--- config.mk ---
export PLATFORM = sky130hd
export DESIGN_NAME = adc_acq_sched
export DESIGN_NICKNAME = d
export VERILOG_FILES = /design/src/rtl/adc_acq_sched.sv
export SDC_FILE = /design/constraint.sdc
export NUM_CORES = 1
export LEC_CHECK = 0
export BUFFER_PORTS_ARGS = -buffer_cell sky130_fd_sc_hd__buf_2
export CAP_MARGIN = 5
export CORE_ASPECT_RATIO = 0.9
export CORE_MARGIN = 2
export CORE_UTILIZATION = 52
export CTS_BUF_LIST = sky130_fd_sc_hd__clkbuf_8
export CTS_CLUSTER_SIZE = 8
export DETAILED_ROUTE_END_ITERATION = 8
export GPL_TIMING_DRIVEN = 0
export HOLD_SLACK_MARGIN = 0.06
export PLACE_DENSITY = 0.85
export SLEW_MARGIN = 25
export SYNTH_ARGS = -nofsm -noshare
export SYNTH_HDL_FRONTEND = slang
export SYNTH_SLANG_ARGS = --single-unit
--- constraint.sdc ---
create_clock -name clk -period 3.67 [get_ports clk]
set_input_delay 1.101 -clock clk [delete_from_list [all_inputs] [get_ports clk]]
set_output_delay 1.101 -clock clk [all_outputs]
set_load 0.1 [all_outputs]
--- src/rtl/adc_acq_sched.sv ---
// adc_acq_sched: periodic acquisition scheduler for adc_buff with a valid/ready byte readout.
// Build option ACQ_HEADER_EN prefixes every frame with 0xA5 and the low byte of frame_cnt.
module adc_acq_sched #(
    parameter int BUF_DEPTH = 256,
    parameter int RD_LAT    = 1,
    parameter int TIMEOUT   = 65535
) (
    input  logic        clk,
    input  logic        reset,
    input  logic        enable,
    input  logic [15:0] period,
    input  logic [2:0]  rate_cfg,
    input  logic        clr_err,
    output logic        start_pulse,
    output logic [2:0]  rate,
    input  logic        write_done,
    output logic [7:0]  read_addr,
    input  logic [7:0]  dout,
    output logic [7:0]  tx_data,
    output logic        tx_valid,
    input  logic        tx_ready,
    output logic        busy,
    output logic [15:0] frame_cnt,
    output logic        overrun,
    output logic        timeout
);
    // state      | meaning
    // IDLE       | acquisition disabled
    // WAIT_TICK  | enabled, waiting for the period tick
    // START      | start_pulse high, rate latched
    // ACQ        | waiting for write_done, timeout counter running
    // HDR        | sending the two header bytes (ACQ_HEADER_EN only)
    // RD         | read_addr presented, waiting RD_LAT cycles for dout
    // SEND       | byte offered on tx, waiting for tx_ready
    // DONE       | frame counted, back to WAIT_TICK or IDLE
    typedef enum logic [2:0] {
        S_IDLE, S_WAIT_TICK, S_START, S_ACQ, S_HDR, S_RD, S_SEND, S_DONE
    } state_t;

    localparam int               TMO_W     = $clog2(TIMEOUT + 1);
    localparam logic [7:0]       LAST_ADDR = 8'(BUF_DEPTH - 1);
    localparam logic [TMO_W-1:0] TMO_LOAD  = TMO_W'(TIMEOUT - 1);
    localparam logic [1:0]       LAT_LOAD  = 2'(RD_LAT - 1);

    state_t            state;
    logic [15:0]       tick_cnt;
    logic [15:0]       tick_max;
    logic              tick;
    logic [TMO_W-1:0]  tmo_cnt;
    logic [1:0]        lat_cnt;
`ifdef ACQ_HEADER_EN
    logic              hdr_sel;
`endif

    // period 0 behaves as period 1, so tick_max saturates at 0
    assign tick_max = (period == 16'd0) ? 16'd0 : period - 16'd1;
    assign tick     = enable && (tick_cnt >= tick_max);

    always_ff @(posedge clk) begin
        if (!reset || !enable || tick) tick_cnt <= '0;
        else                           tick_cnt <= tick_cnt + 16'd1;
    end

    always_ff @(posedge clk) begin
        if (!reset) begin
            state       <= S_IDLE;
            start_pulse <= 1'b0;
            rate        <= '0;
            read_addr   <= '0;
            tx_data     <= '0;
            tx_valid    <= 1'b0;
            busy        <= 1'b0;
            frame_cnt   <= '0;
            overrun     <= 1'b0;
            timeout     <= 1'b0;
            tmo_cnt     <= '0;
            lat_cnt     <= '0;
`ifdef ACQ_HEADER_EN
            hdr_sel     <= 1'b0;
`endif
        end else begin
            start_pulse <= 1'b0;
            // a new error in the same cycle as clr_err keeps the flag set
            if (tick && busy) overrun <= 1'b1;
            else if (clr_err) overrun <= 1'b0;
            if (clr_err)      timeout <= 1'b0;

            unique case (state)
                S_IDLE: if (enable) state <= S_WAIT_TICK;
                S_WAIT_TICK: begin
                    if (!enable) state <= S_IDLE;
                    else if (tick) begin
                        state       <= S_START;
                        start_pulse <= 1'b1;
                        rate        <= rate_cfg;
                        busy        <= 1'b1;
                    end
                end
                S_START: begin
                    state   <= S_ACQ;
                    tmo_cnt <= TMO_LOAD;
                end
                S_ACQ: begin
                    if (write_done) begin
`ifdef ACQ_HEADER_EN
                        state    <= S_HDR;
                        tx_data  <= 8'hA5;
                        tx_valid <= 1'b1;
                        hdr_sel  <= 1'b0;
`else
                        state     <= S_RD;
                        read_addr <= '0;
                        lat_cnt   <= LAT_LOAD;
`endif
                    end else if (tmo_cnt == '0) begin
                        timeout <= 1'b1;
                        busy    <= 1'b0;
                        state   <= S_WAIT_TICK;
                    end else begin
                        tmo_cnt <= tmo_cnt - TMO_W'(1);
                    end
                end
`ifdef ACQ_HEADER_EN
                S_HDR: begin
                    if (tx_ready) begin
                        if (!hdr_sel) begin
                            tx_data <= frame_cnt[7:0];
                            hdr_sel <= 1'b1;
                        end else begin
                            tx_valid  <= 1'b0;
                            read_addr <= '0;
                            lat_cnt   <= LAT_LOAD;
                            state     <= S_RD;
                        end
                    end
                end
`endif
                S_RD: begin
                    if (lat_cnt == 2'd0) begin
                        tx_data  <= dout;
                        tx_valid <= 1'b1;
                        state    <= S_SEND;
                    end else begin
                        lat_cnt <= lat_cnt - 2'd1;
                    end
                end
                S_SEND: begin
                    if (tx_ready) begin
                        tx_valid <= 1'b0;
                        if (read_addr == LAST_ADDR) begin
                            state <= S_DONE;
                        end else begin
                            read_addr <= read_addr + 8'd1;
                            lat_cnt   <= LAT_LOAD;
                            state     <= S_RD;
                        end
                    end
                end
                S_DONE: begin
                    frame_cnt <= frame_cnt + 16'd1;
                    busy      <= 1'b0;
                    state     <= enable ? S_WAIT_TICK : S_IDLE;
                end
                default: state <= S_IDLE;
            endcase
        end
    end
endmodule

# After elaboration in Yosys (flattened, before gate mapping)
# Index checks and enable logic that the tools add are counted.
# word_totals
regBits	77
inputBits	33
out_inout_bits	40
word_cells	103
# classes
add_sub_neg	6
magnitude_cmp	1
n_eq_ne	20
muxes	38
n_reduce_logical	25
# ops
op	n
$mux 16	3
$add 16x1->16 const B	2
$logic_not 16->1	2
$pmux 16 s2	1
$sub 16x1->16 const B	2
$mux 8	3
$ne 2x2->1 const B	11
$mux 3	7
$pmux 3 s7	1
$ge 16x16->1	1
$pmux 8 s2	1
$reduce_and 5->1	3
$mux 1	14
$reduce_and 3->1	4
$mux 2	5
$eq 3x3->1 const B	3
$add 8x1->8 const B	1
$eq 8x8->1 const B	1
$reduce_bool 2->1	4
$eq 3x2->1 const B	2
$ne 3x3->1 const B	2
$pmux 2 s3	1
$reduce_bool 3->1	2
$reduce_and 4->1	1
10 further kinds	13

# Depth between registers and ports, before layout
# depth
ltp_word	7
depth_mapped	15
mapped_depth_nobuf	15

# Worst setup path before layout
# No wires, ideal clock.
# synth_path
path_type	input -> register
from	input port period[7]
to	register tick_cnt[11]
arrival_time_ps	3844
t_required_ps	3605
slack_ps	-239
stages	13
n_path_buf	1
path_cell_list	or3_1 nor4_2 nand2_1 or3_1 nor3_1 a21oi_1 ha_1 a21oi_1 nand2_1 a221oi_1 o2111ai_1 clkbuf_1 nor2_1
# synth_between
elab_chain_cells	5
elab_cells_between_ends	6
classes_between	add/sub (1); order compare (1); mux (1); reduce/logical (3)
# synth_lines
element	line	rtl
start, declared	11	input logic [15:0] period,
$sub 16x1->16 or $logic_not 16->1 (tied branches)	56	assign tick_max = (period == 16'd0) ? 16'd0 : period - 16'd1;
$mux 16 *	56	
$ge 16x16->1 *	57	assign tick = enable && (tick_cnt >= tick_max);
$logic_and 1x1->1 *	57	
$logic_or 1x1->1 *	60	if (!reset || !enable || tick) tick_cnt <= '0;
end signal, assigned	61	else tick_cnt <= tick_cnt + 16'd1;
end, declared	46	logic [15:0] tick_cnt;
# Every way passes the cells marked *; elsewhere a longest branch is shown, timed or not.
# A chain may end at the register's enable or synchronous reset.

# Final worst setup path
# layout_path
from	input port period[7]
to	register start_pulse
# layout_between
elab_chain_cells	5
elab_cells_between_ends	6
classes_between	add/sub (1); order compare (1); mux (2); reduce/logical (2)
# layout_lines
element	line	rtl
$sub 16x1->16 or $logic_not 16->1 (tied branches)	56	
$mux 16 *	56	
$ge 16x16->1 *	57	
$logic_and 1x1->1 *	57	
$mux 1 *	92	else if (tick) begin
end signal, assigned	67	start_pulse <= 1'b0;
end signal, assigned	82	start_pulse <= 1'b0;
end signal, assigned	94	start_pulse <= 1'b1;
end, declared	14	output logic start_pulse,
# Marked as above.

==> impl_metrics.yaml <==
outcome:
  status: "finished with violations"
  violations: "negative setup slack"
placed_design:
  dp_slack_ps: -610
  gp_congestion: 0.882
  port-buffer-count: 72
  place_hpwl_mm: 7.35
sta:
  worstMarginPinSlew_ps: 684
  setup_viol: 1
  fmax_mhz: 272
  slew_headroom: 0.540
  rsz0062_at_grt: "true"
  slew_viol_final: 0
  setup_slack_ps: -12.2
  skew_ps: 16.0
  period_needed_ps: 3680
  min_period_over_period: 1.00
  hold_viol: 0
grt:
  overflow: 0
  grt_pass1_wl_mm: 15.9
  grt_max_degree: 16
  grt_use_total: 0.227
  grt_pass1_vias: 3612
  antenna_found_initial: 0
min_path:
  hold_path.class: "flop to flop"
  holdPathEnd: "tx_data[5]$_SDFFE_PN0P_"
  min-delay-start: "tx_data[5]$_SDFFE_PN0P_"
  worstHoldPathCells: 2
clock_network:
  cts_hold_buf: 0
  cts-root-buf: "clkbuf_8"
  clkSinkCount: 77
  cts_buffer_depth: 2
  clkLatencyLatePin_ps: 360
  tritoncts: "built"
  htreeDepth: 3
  cts_made_buffers: 9
  path_clk_slew_ps: 90
setup_path:
  reg2reg_depth: 6
  rr_endpoint: "state[1]$_SDFFE_PN0P_"
  worst-setup-path-type: "primary input to flop"
  rr_startpoint: "tmo_cnt[6]$_SDFFE_PN0P_"
  critPathLaunchType: "primary input"
  worstPathCellList: "buf_6 > or3_4 > nor4_4 > nand2_1 > or3_4 > nor3_2 > a21oi_1 > ha_1 > a21oi_2 > nand2_1 > a221oi_4 > o21ai_4 > nor2b_4 > and2_1"
  reg2reg_slack_ps: 1490
  crit_family: "simple AND/OR/NAND/NOR gates"
  crit_fanout: 4
  cp.arrival_ps: 3940
  worst-path-buf-inv: 1
  critPathMaxStageDelay_ps: 400
  slowest_stage: "or3_4"
  crit_path_end_kind: "flop"
  required_ps: 3930
floorplanning:
  dieArea_um2: 8640
  core_region_area_um2: 7620
  die_width_um: 97.8
  io_pins: 73
  die_height_um: 88.4
  initial_utilization: 0.540
  std_cell_rows: 30
logic_synthesis:
  synth_area_um2: 4120
  seq_area_frac_synth: 0.374
  syn_inst: 501
  synth.distinct_cells: 53
  ys_seq_elements: 77
  ys_warn_count: 0
  synth-edff-count: 0
  synth.largest_area_cell: "dfxtp_1"
  synth_top_area_frac: 0.374
  synth.net_count: 557
  synthArstFlopShare: 0
  avgSynthCellArea_um2: 8.22
  synth_ff_type: "dfxtp_1"
  netlist_top_cells_area: "dfxtp_1 (37%), xor2_1 (7.7%), ha_1 (7.0%), nand2_1 (6.7%), nor2_1 (5.4%)"
route:
  vias: 3779
  first_pass_iters: 5
  drtIter0Drc: 178
  wl_per_cell_um: 14.2
  drt_wl_total_mm: 9.78
  antenna_left: 0
  viasPerCell: 5.48
  drc: 0
finish:
  syn2layout_area_growth_pct: 20.6
  drive_above_1_share: 0.215
  final_util: 0.652
  fillCellCount: 620
  nets: 645
  antennaDiodeCount: 0
power:
  p_leak_nw: 2.07
  ir_drop_v: 0.000436
  power.density_nw_per_um2: 401
run:
  cap_violations: 0
==> placed cells by master (no fill, tap or decap), types with 18 or more instances in the layout <==
| cell type | count |
|---|---|
| inv_1 | 19 |
| a21oi_1 | 39 |
| nand2_1 | 73 |
| xor2_1 | 36 |
| buf_2 | 72 |
| nor3_1 | 18 |
| xnor2_1 | 22 |
| nor2_1 | 55 |
| nand3_1 | 19 |
| dfxtp_1 | 77 |
| ha_1 | 23 |
==> power breakdown <==
part           internal [mW]  switching, mW  leakage (nW)  total [mW]
Combinational          0.183          0.269          1.36       0.452
Clock                  0.255          0.336        0.0881       0.590
Sequential             0.888         0.0588         0.623       0.947
==> flip-flops by register name, summed over array words and instances (netlist names), 2 cells and up <==
signal / count
tmo_cnt: 16
read_addr: 8
tx_data: 8
frame_cnt: 16
rate: 3
tick_cnt: 16
lat_cnt: 2
state: 3
==> per-stage QoR <==
| stage | cell area (µm²) | setup TNS, ps | total power, mW | instances | hold slack (ps) |
|---|---|---|---|---|---|
| 6_report | 4970 | -12.2 | 1.99 | 690 | 464 |
| 5_1_grt | 4970 | -2630 | 2.09 | 690 | 491 |
| 4_1_cts | 4880 | -21.7 | 1.99 | 687 | 464 |
| 3_5_place_dp | 4640 | -12700 | 1.40 | 669 | 451 |
| 3_3_place_gp | 4640 | -11620 | 1.37 | 669 | 439 |
| 2_1_floorplan | 4160 | -405 | 1.29 | 501 | 432 |
==> cell usage after synthesis, drive strengths merged, types with 2 or more instances <==
cell     n
nor2b    5
ha      23
dfxtp   77
a221oi   2
nand3b   2
buf      2
nor2    59
inv     19
o21ai   10
o21bai   2
xor2    36
o41ai    2
nand2   74
or4      3
xnor2   22
nand4    7
a31oi    2
nand2b   4
or3      8
and3     7
a41o     2
mux2i    5
clkbuf  13
nor4     8
a21oi   42
and2     6
o211ai   2
nand3   20
nor3    19
and4     3
==> final cells by class <==
type,count,area [µm²],area share
repair buffers,77,410,0.0826
clock buffers,9,124,0.0249
well taps,96,120,0.0242
multi-input cells,390,2570,0.518
inverters,19,71.3,0.0144
flip-flops and latches,77,1540,0.310
clock inverters,7,57.6,0.0116
plain buffers,15,70.1,0.0141
==> how the worst max path moves through the flow <==
stage               from                endpoint  slack [ps]  depth (start not counted)
2_1_floorplan  period[7]       busy$_SDFFE_PN0P_         -50                         13
3_3_place_gp   period[3]       busy$_SDFFE_PN0P_        -570                         13
3_5_place_dp   period[5]       busy$_SDFFE_PN0P_        -610                         13
4_1_cts        period[7]  start_pulse$_SDFF_PN0_         -10                         14
5_1_grt        period[7]       busy$_SDFFE_PN0P_        -130                         14
6_report       period[7]  start_pulse$_SDFF_PN0_         -10                         14
==> layer usage <==
layer  up-vias  GRT usage  share of wire
met5         -          0              0
met4         0     0.0947          0.017
met3        15     0.0592          0.054
met2        99      0.411           0.50
met1      1763      0.257           0.43
li1       1902          -              -
==> what timing repair did <==
item	in CTS	in global routing
endpoints found under the setup margin	24	24
gates resized for setup	8	16
setup buffers	2	3
pin swaps	2	2
==> worst reg2reg max path: stages, from the launching register on <==
cell and delay [ps]:
dfxtp_1 350, nor4_2 650, nand3_2 230, o21bai_4 280, o211ai_4 140, a221oi_1 320, a2111oi_2 80
==> kinds of logic after synthesis <==
logic type               Yosys count  share of synthesized area
multiplexers                       5                     0.0122
AND/OR/NAND/NOR                  231                      0.273
adder cells (fa/ha/maj)           23                     0.0699
flip-flops                        77                      0.374
AO/OA/AOI/OAI                     73                      0.115
XOR/XNOR                          58                      0.123
buffers and inverters             34                     0.0316
Power figures use the tool's default switching activity.
